<file path="src/rtl/onectr_pkg.sv">
// Shared types and constants for the ones-counter datapath.
package onectr_pkg;

    localparam int NREGS = 16;
    localparam int ADDRW = $clog2(NREGS);

    typedef enum logic [2:0] {
        OP_PASS = 3'b000,
        OP_ADD  = 3'b001,
        OP_SUB  = 3'b010,
        OP_AND  = 3'b011,
        OP_OR   = 3'b100,
        OP_XOR  = 3'b101,
        OP_SHR  = 3'b110,
        OP_LSB  = 3'b111
    } op_t;

    // Values 4..15 of the select field are NOPs and have no enum member.
    typedef enum logic [3:0] {
        SEL_ALU = 4'h0,
        SEL_IN  = 4'h1,
        SEL_IMM = 4'h2,
        SEL_OUT = 4'h3
    } sel_t;

endpackage

</file>
<file path="src/rtl/onectr_regfile.sv">
// 16-entry register file: two combinational read ports, one synchronous write port.
// A read of the address being written returns the old contents; the new value
// appears on the following cycle.
module onectr_regfile
    import onectr_pkg::*;
#(
    parameter int WIDTH = 64
) (
    input  logic             clk,
    input  logic             rst,
    input  logic             wen,
    input  logic [ADDRW-1:0] wa,
    input  logic [WIDTH-1:0] wd,
    input  logic [ADDRW-1:0] raa,
    input  logic [ADDRW-1:0] rab,
    output logic [WIDTH-1:0] rda,
    output logic [WIDTH-1:0] rdb
);

    logic [WIDTH-1:0] regs [NREGS];

    // Clear every entry on reset, otherwise perform the single write port update.
    always_ff @(posedge clk) begin
        if (rst) begin
            for (int i = 0; i < NREGS; i++) begin
                regs[i] <= '0;
            end
        end else if (wen) begin
            regs[wa] <= wd;
        end
    end

    assign rda = regs[raa];
    assign rdb = regs[rab];

endmodule

</file>
<file path="src/rtl/onectr_nomem_datapath.sv">
// Datapath of the no-memory ones-counter: register file, ALU, zero flag,
// input latch and output register, executing one control word per clock.
module onectr_nomem_datapath
    import onectr_pkg::*;
#(
    parameter  int INPUTSIZE = 64,
    localparam int OUTSIZE   = $clog2(INPUTSIZE + 1)
) (
    input  logic                 clk,
    input  logic                 rst,
    input  logic                 start_i,
    input  logic [INPUTSIZE-1:0] InPort,
    input  logic [7:0]           Ctrl,
    input  logic [3:0]           Sel,
    input  logic                 Wen,
    input  logic [3:0]           WA,
    input  logic [3:0]           RAA,
    input  logic [3:0]           RAB,
    input  logic [2:0]           Op,
    output logic                 Flag,
    output logic [OUTSIZE-1:0]   OutPort
);

    logic [INPUTSIZE-1:0] a;
    logic [INPUTSIZE-1:0] b;
    logic [INPUTSIZE-1:0] alu_result;
    logic [INPUTSIZE-1:0] in_reg;
    logic [INPUTSIZE-1:0] imm;
    logic [INPUTSIZE-1:0] wr_data;
    logic                 rf_wen;
    logic                 alu_write;

    assign imm       = {{(INPUTSIZE-8){1'b0}}, Ctrl};
    assign alu_write = Wen && (Sel == SEL_ALU);

    onectr_regfile #(
        .WIDTH (INPUTSIZE)
    ) u_regfile (
        .clk (clk),
        .rst (rst),
        .wen (rf_wen),
        .wa  (WA),
        .wd  (wr_data),
        .raa (RAA),
        .rab (RAB),
        .rda (a),
        .rdb (b)
    );

    // ALU: all results wrap at the word width.
    always_comb begin
        alu_result = '0;
        case (op_t'(Op))
            OP_PASS: alu_result = a;
            OP_ADD:  alu_result = a + b;
            OP_SUB:  alu_result = a - b;
            OP_AND:  alu_result = a & b;
            OP_OR:   alu_result = a | b;
            OP_XOR:  alu_result = a ^ b;
            OP_SHR:  alu_result = a >> 1;
            OP_LSB:  alu_result = {{(INPUTSIZE-1){1'b0}}, a[0]};
            default: alu_result = '0;
        endcase
    end

    // Write-back source mux; only the three register-writing selects may write.
    always_comb begin
        wr_data = alu_result;
        rf_wen  = 1'b0;
        case (Sel)
            SEL_ALU: begin
                wr_data = alu_result;
                rf_wen  = Wen;
            end
            SEL_IN: begin
                wr_data = in_reg;
                rf_wen  = Wen;
            end
            SEL_IMM: begin
                wr_data = imm;
                rf_wen  = Wen;
            end
            default: begin
                wr_data = alu_result;
                rf_wen  = 1'b0;
            end
        endcase
    end

    // Input latch, zero flag and output register share the same reset and clock.
    always_ff @(posedge clk) begin
        if (rst) begin
            in_reg  <= '0;
            Flag    <= 1'b0;
            OutPort <= '0;
        end else begin
            if (start_i) begin
                in_reg <= InPort;
            end
            if (alu_write) begin
                Flag <= (alu_result == '0);
            end
            if (Sel == SEL_OUT) begin
                OutPort <= a[OUTSIZE-1:0];
            end
        end
    end

endmodule

</file>
<file path="config.mk">
export PLATFORM = sky130hd
export DESIGN_NAME = onectr_nomem_datapath
export DESIGN_NICKNAME = d
export VERILOG_FILES = /design/src/rtl/onectr_pkg.sv /design/src/rtl/onectr_regfile.sv /design/src/rtl/onectr_nomem_datapath.sv
export SDC_FILE = /design/constraint.sdc
export NUM_CORES = 2
export LEC_CHECK = 0
export ABC_AREA = 0
export CAP_MARGIN = 20
export CORE_UTILIZATION = 55
export CTS_CLUSTER_DIAMETER = 40
export DETAILED_ROUTE_END_ITERATION = 10
export PLACE_DENSITY = 0.71
export SLEW_MARGIN = 20
export SYNTH_ARGS = -nofsm -noshare
export SYNTH_HDL_FRONTEND = slang
export SYNTH_SLANG_ARGS = --single-unit
</file>
<file path="constraint.sdc">
create_clock -name clk -period 12.8 [get_ports clk]
set_input_delay 1.28 -clock clk [delete_from_list [all_inputs] [get_ports clk]]
set_output_delay 1.28 -clock clk [all_outputs]
set_load 0.02 [all_outputs]
</file>
After elaboration in Yosys (flattened, before gate mapping) --
Memories as Yosys holds them, arrays and structs flattened. Cells that the tools add are included.
Operators by class: multiplexer cells 11, add/subtract/negate cells 2, reduce and logical (&&, ||, !) cells 6, bitwise logic cells 3, equality and inequality tests 10
Operators by type and width (number):
- $pmux 64 s8 | 1
- $pmux 64 s2 | 1
- $add 64x64->64 | 1
- $and 64x64->64 | 1
- $logic_not 64->1 | 1
- $mux 64 | 1
- $or 64x64->64 | 1
- $reduce_or 64->1 | 1
- $sub 64x64->64 | 1
- $xor 64x64->64 | 1
- $eq 3x3->1 const B | 4
- $eq 4x2->1 const B | 2
- $mux 1 | 7
- $eq 3x2->1 const B | 2
- $eq 4x1->1 const B | 1
- $logic_not 4->1 | 1
- $mux 4 | 1
- $eq 3x1->1 const B | 1
- $logic_not 3->1 | 1
- $reduce_or 3->1 | 1
- $logic_and 1x1->1 | 1
Word-level totals: input port bits 95, register bits after elaboration 72, word-level logic and storage cells 36, memories kept 1, memory bits (writable) 1024
Memories:
- u_regfile.regs | depth 16, width 64, rd ports 2, clocked after memory_dff 0, wr ports 16, line onectr_regfile.sv:20 | logic [WIDTH-1:0] regs [NREGS];

Logic depth before layout (Yosys ltp) --
depth in word-level cells 8, gate-level depth with buffers 34, depth with buffers taken out 26

By module --
A second synthesis with hierarchy kept.
Second synthesis, totals: cells, all modules 5384, area, all modules 67158.2 um^2
Modules (own cells, without submodules):
- onectr_regfile | area each 53018.3 um^2, instances 1, seq. area each 30749.5 um^2, cells an instance 3337
- onectr_nomem_datapath | area each 14139.8 um^2, instances 1, seq. area each 1441.4 um^2, cells an instance 2047

Least setup slack after synthesis --
Ideal clock, no wire load.
path type input to register, start input RAB[1], end memory u_regfile.regs[11][63], data pin, cell stages on the path 31, arrival 8.039 ns, library setup time 0.265 ns, path slack 4.496 ns, path buffers 7, path through buf_2 > buf_2 > buf_1 > buf_1 > mux4_2 > a22oi_1 > nand2_1 > nor4_1 > nand3_1 > nor2_1 > nand4_1 > or3_1 > or3_1 > clkbuf_1 > o21ai_0 > xnor2_1 > ha_1 > clkbuf_1 > a21oi_1 > o211ai_1 > o211ai_1 > a21oi_1 > a211o_1 > a31oi_1 > o21ai_0 > a211o_1 > xnor2_1 > o21ai_1 > a22oi_1 > buf_2 > nor2_1
RTL lines:
- start, declared | line onectr_nomem_datapath.sv:18 | input logic [3:0] RAB,
- end, declared | line onectr_regfile.sv:20

Worst setup path in the final report --
start input RAB[0], end register Flag
Between the ends: longest elaborated chain between the ends 4, elaborated cells on any way between the ends 8, those cells by class add/sub (2); mux (1); bitwise (3); reduce/logical (1); memory (1)
RTL lines:
- $mem_v2 16x64 *
- $sub 64x64->64, or another cell as far along | line onectr_nomem_datapath.sv:56 | OP_SUB: alu_result = a - b;
- $pmux 64 s8 * | line onectr_nomem_datapath.sv:53 | case (op_t'(Op))
- $logic_not 64->1 * | line onectr_nomem_datapath.sv:101 | Flag <= (alu_result == '0);
- end signal, assigned | line onectr_nomem_datapath.sv:101
- end, declared | line onectr_nomem_datapath.sv:20 | output logic Flag,
Every way passes the cells marked *; elsewhere a longest branch is shown, timed or not. A chain may end at the register's enable or synchronous reset.

==> impl_results.md <==
* Reg2reg start: u_regfile.regs[1][2]
* Post-synth top cells: 1297 x nor2_1, 1024 x edfxtp_1, 557 x mux4_2
* Crit path arrival time at 10310 ps
* Final Max Tran Viols at 0
* Hold path depth at 2
* Crit. End Element: flip-flop
* Power Density at around 140 nW/um2
* Synth area leaders: edfxtp_1 47%, mux4_2 19%, nor2_1 7.5%
* Finish-stage setup viols at 0
* Post-synth net total at roughly 5600
* Share of flip-flops with an asynchronous set or reset at 0
* Max_slew headroom at 0.146
* Area growth syn-to-layout at 11.0%
* Post-CTS setup buffer count at 0
* Post-Syn Instances at around 5400
* RSZ-0062 raised after global routing: no
* Leak Pwr at ~26 nW
* Startpoint types: input pin
* Crit path time final at between 9000 and 10000 ps
* Max incr delay on CP at 890 ps
* CP bufs+invs at 4
* RR Endpoint: Flag
* Global placer's final weighted congestion at roughly 0.97
* H-tree level count at 4
* Most used DFF post-synth: edfxtp_1
* EDFF count, synth at 1024
* Hold path start: OutPort[1]
* TritonCTS Buffers at 140
* Family with the most delay on the worst path: simple AND/OR/NAND/NOR gates
* Total track usage at 0.404
* Die width at 345 um
* Hold Path End: OutPort[1]
* Seq/Total Area, Yosys at 0.496
* Distinct cells, synth at 88
* Slowest stage cell on the critical path: nor4bb_2
* Worst slew pin tran at ~1300 ps
* Core Rows at around 130
* Status: completed
* Remaining DRCs at 0
* Fill cells at slightly below 9000
* Max Root-Sink Buffers at 3
* GRT overflow at 0
* Clk slew on worst S/H paths at roughly 50 ps
* F_max at slightly above 100 MHz
* WS Path Type: in -> reg
* Synth Register Bits at 1096
* Final Cycle Share at 0.753
* Fin nets at 5572
* Die Span Y at approximately 350 um
* TritonCTS Sinks at around 1100
* Synth area leader: edfxtp_1
* Fin. Hold Viols at 0
* Syn Std Cell Area at about 65000 um2
* CTS tree: done
* Worst ir drop on vdd at 99.6 uV
* Total core area at between 100000 and 150000 um2
* Die area at approximately 120000 um2
* First-pass GRT wire length at about 350000 um
* Design Power at between 0.01 and 0.015 W
* Post-synth top area share at 0.474
* Cts repair resizes at 0
* WL/cell at roughly 35 um
* Starting DRT DRC Count at about 9100
* Post-route ant nets at 0
* Avg Cell Area, Syn at approximately 12 um2
* Reg-to-reg slack, setup at approximately 4300 ps
* Count leader, synth: nor2_1
* Max-cap violation count at 0
* YS warnings at 0
* Share of post-route cells with drive strength above 1 at 0.194
* Clock root cell: clkbuf_16
* Initial antenna violation count at 4
* Clock Skews at ~36 ps
* Via/cell ratio at 7.41
* Crit-path max FO at 95
* Final HPWL DP at around 150000 um
* Required @ worst endpoint at 13480 ps
* DR pass1 iterations at 9
* Max FFs per register at just over 1000
* Vias at a little over 50000
* Total wire length at between 200000 and 250000 um
* Inst Count DP at 6662
* Initial Util at 0.557
* Vias in the first global route at just under 50000
* Final Non-Filler Cells at 6924
* Hold_buf cts at 0
* Hold Path Class: reg -> reg
* Clock latency on the worst-skew pair at between 700 and 800 ps
* IO Port Bufs at between 100 and 150
* Crit-path most repeated cell: nand2_1
* Worst Reg-to-Reg Cells at 23
* TNS Setup at 0 ps
* Largest net degree at the start of global routing at ~150
* IO Count at roughly 100
[area by class of cell]
| type | count | area, um2 | share of cell area |
|---|---|---|---|
| Antenna cell | 2 | 5.00 | 0.0000695 |
| Clock buffer | 159 | 3600 | 0.0499 |
| Clock inverter | 97 | 1010 | 0.0140 |
| Inverter | 153 | 577 | 0.00801 |
| Multi-Input combinational cell | 3643 | 30600 | 0.424 |
| Sequential cell | 1096 | 32200 | 0.447 |
| Tap cell | 1524 | 1910 | 0.0265 |
| Timing Repair Buffer | 250 | 2180 | 0.0302 |
[worst min-delay path, cell delays in order (launching register included)]
cell and delay (ps):
dfxtp_1 300, nand2_1 50, a21oi_1 50
[cells in the final DEF (no fill, tap or decap), drive strengths merged, types with 17 or more instances in the layout]
cell | Yosys | layout
mux2i | 127 | 127
mux2 | 24 | 24
nor2b | 18 | 18
nand2 | 241 | 241
dfxtp | 72 | 72
mux4 | 557 | 557
ha | 192 | 192
a21oi | 307 | 307
buf | 134 | 158
nor4 | 18 | 18
clkinv | 1 | 51
nor3 | 26 | 26
clkbuf | 335 | 162
a211oi | 26 | 26
or3 | 17 | 17
nand4 | 48 | 48
o21ai | 124 | 124
clkdlybuf4s50 | 0 | 89
a221oi | 26 | 26
inv | 152 | 175
edfxtp | 1024 | 1024
o22ai | 66 | 66
o21a | 20 | 20
xnor2 | 75 | 75
nor2 | 1298 | 1298
a31oi | 22 | 22
a21o | 22 | 22
and3 | 18 | 18
nand3 | 36 | 36
a22oi | 103 | 103
[per-layer routing]
metal	vias to the layer above	global-route usage	wire, um
met2	5169	0.596	106000
met3	965	0.151	43500
li1	20200	-	-
met1	25000	0.530	81100
met5	-	0	34
met4	4	0.193	13800
[power by group]
part	internal (W)	total [W]	switching, W
registers	0.00404	0.00412	0.0000794
clock network	0.00227	0.00394	0.00167
logic	0.000755	0.00231	0.00155
[how the worst max path moves through the flow]
stage / startpoint / endpoint / cells after the start
3_3_place_gp: RAB[0] / Flag / 26
4_1_cts: RAB[0] / Flag / 26
5_1_grt: RAB[0] / Flag / 26
3_5_place_dp: RAB[0] / Flag / 26
2_1_floorplan: RAB[1] / u_regfile.regs[11][63] / 31
6_report: RAB[0] / Flag / 26
[cells by family after synthesis]
| family | Yosys count | share of synthesized area |
|---|---|---|
| buffers and inverters | 622 | 0.0390 |
| DFF | 1096 | 0.496 |
| AOI/OAI and AO/OA | 863 | 0.0847 |
| muxes | 708 | 0.217 |
| and+or+nand+nor | 1791 | 0.114 |
| adders and majority gates | 193 | 0.0373 |
| xor gates and xnor gates | 88 | 0.0119 |
[stage by stage]
stage,area [um2],hold WS [ps],utilization,worst slack (ps)
2_1_floorplan,64900,460,-,4500
3_3_place_gp,67400,445,0.578,2250
3_5_place_dp,67400,447,0.578,2520
4_1_cts,72000,454,0.618,3290
5_1_grt,72000,479,0.618,2690
6_report,72000,452,0.618,3160
Note: power is estimated with default switching activity, not from simulation.
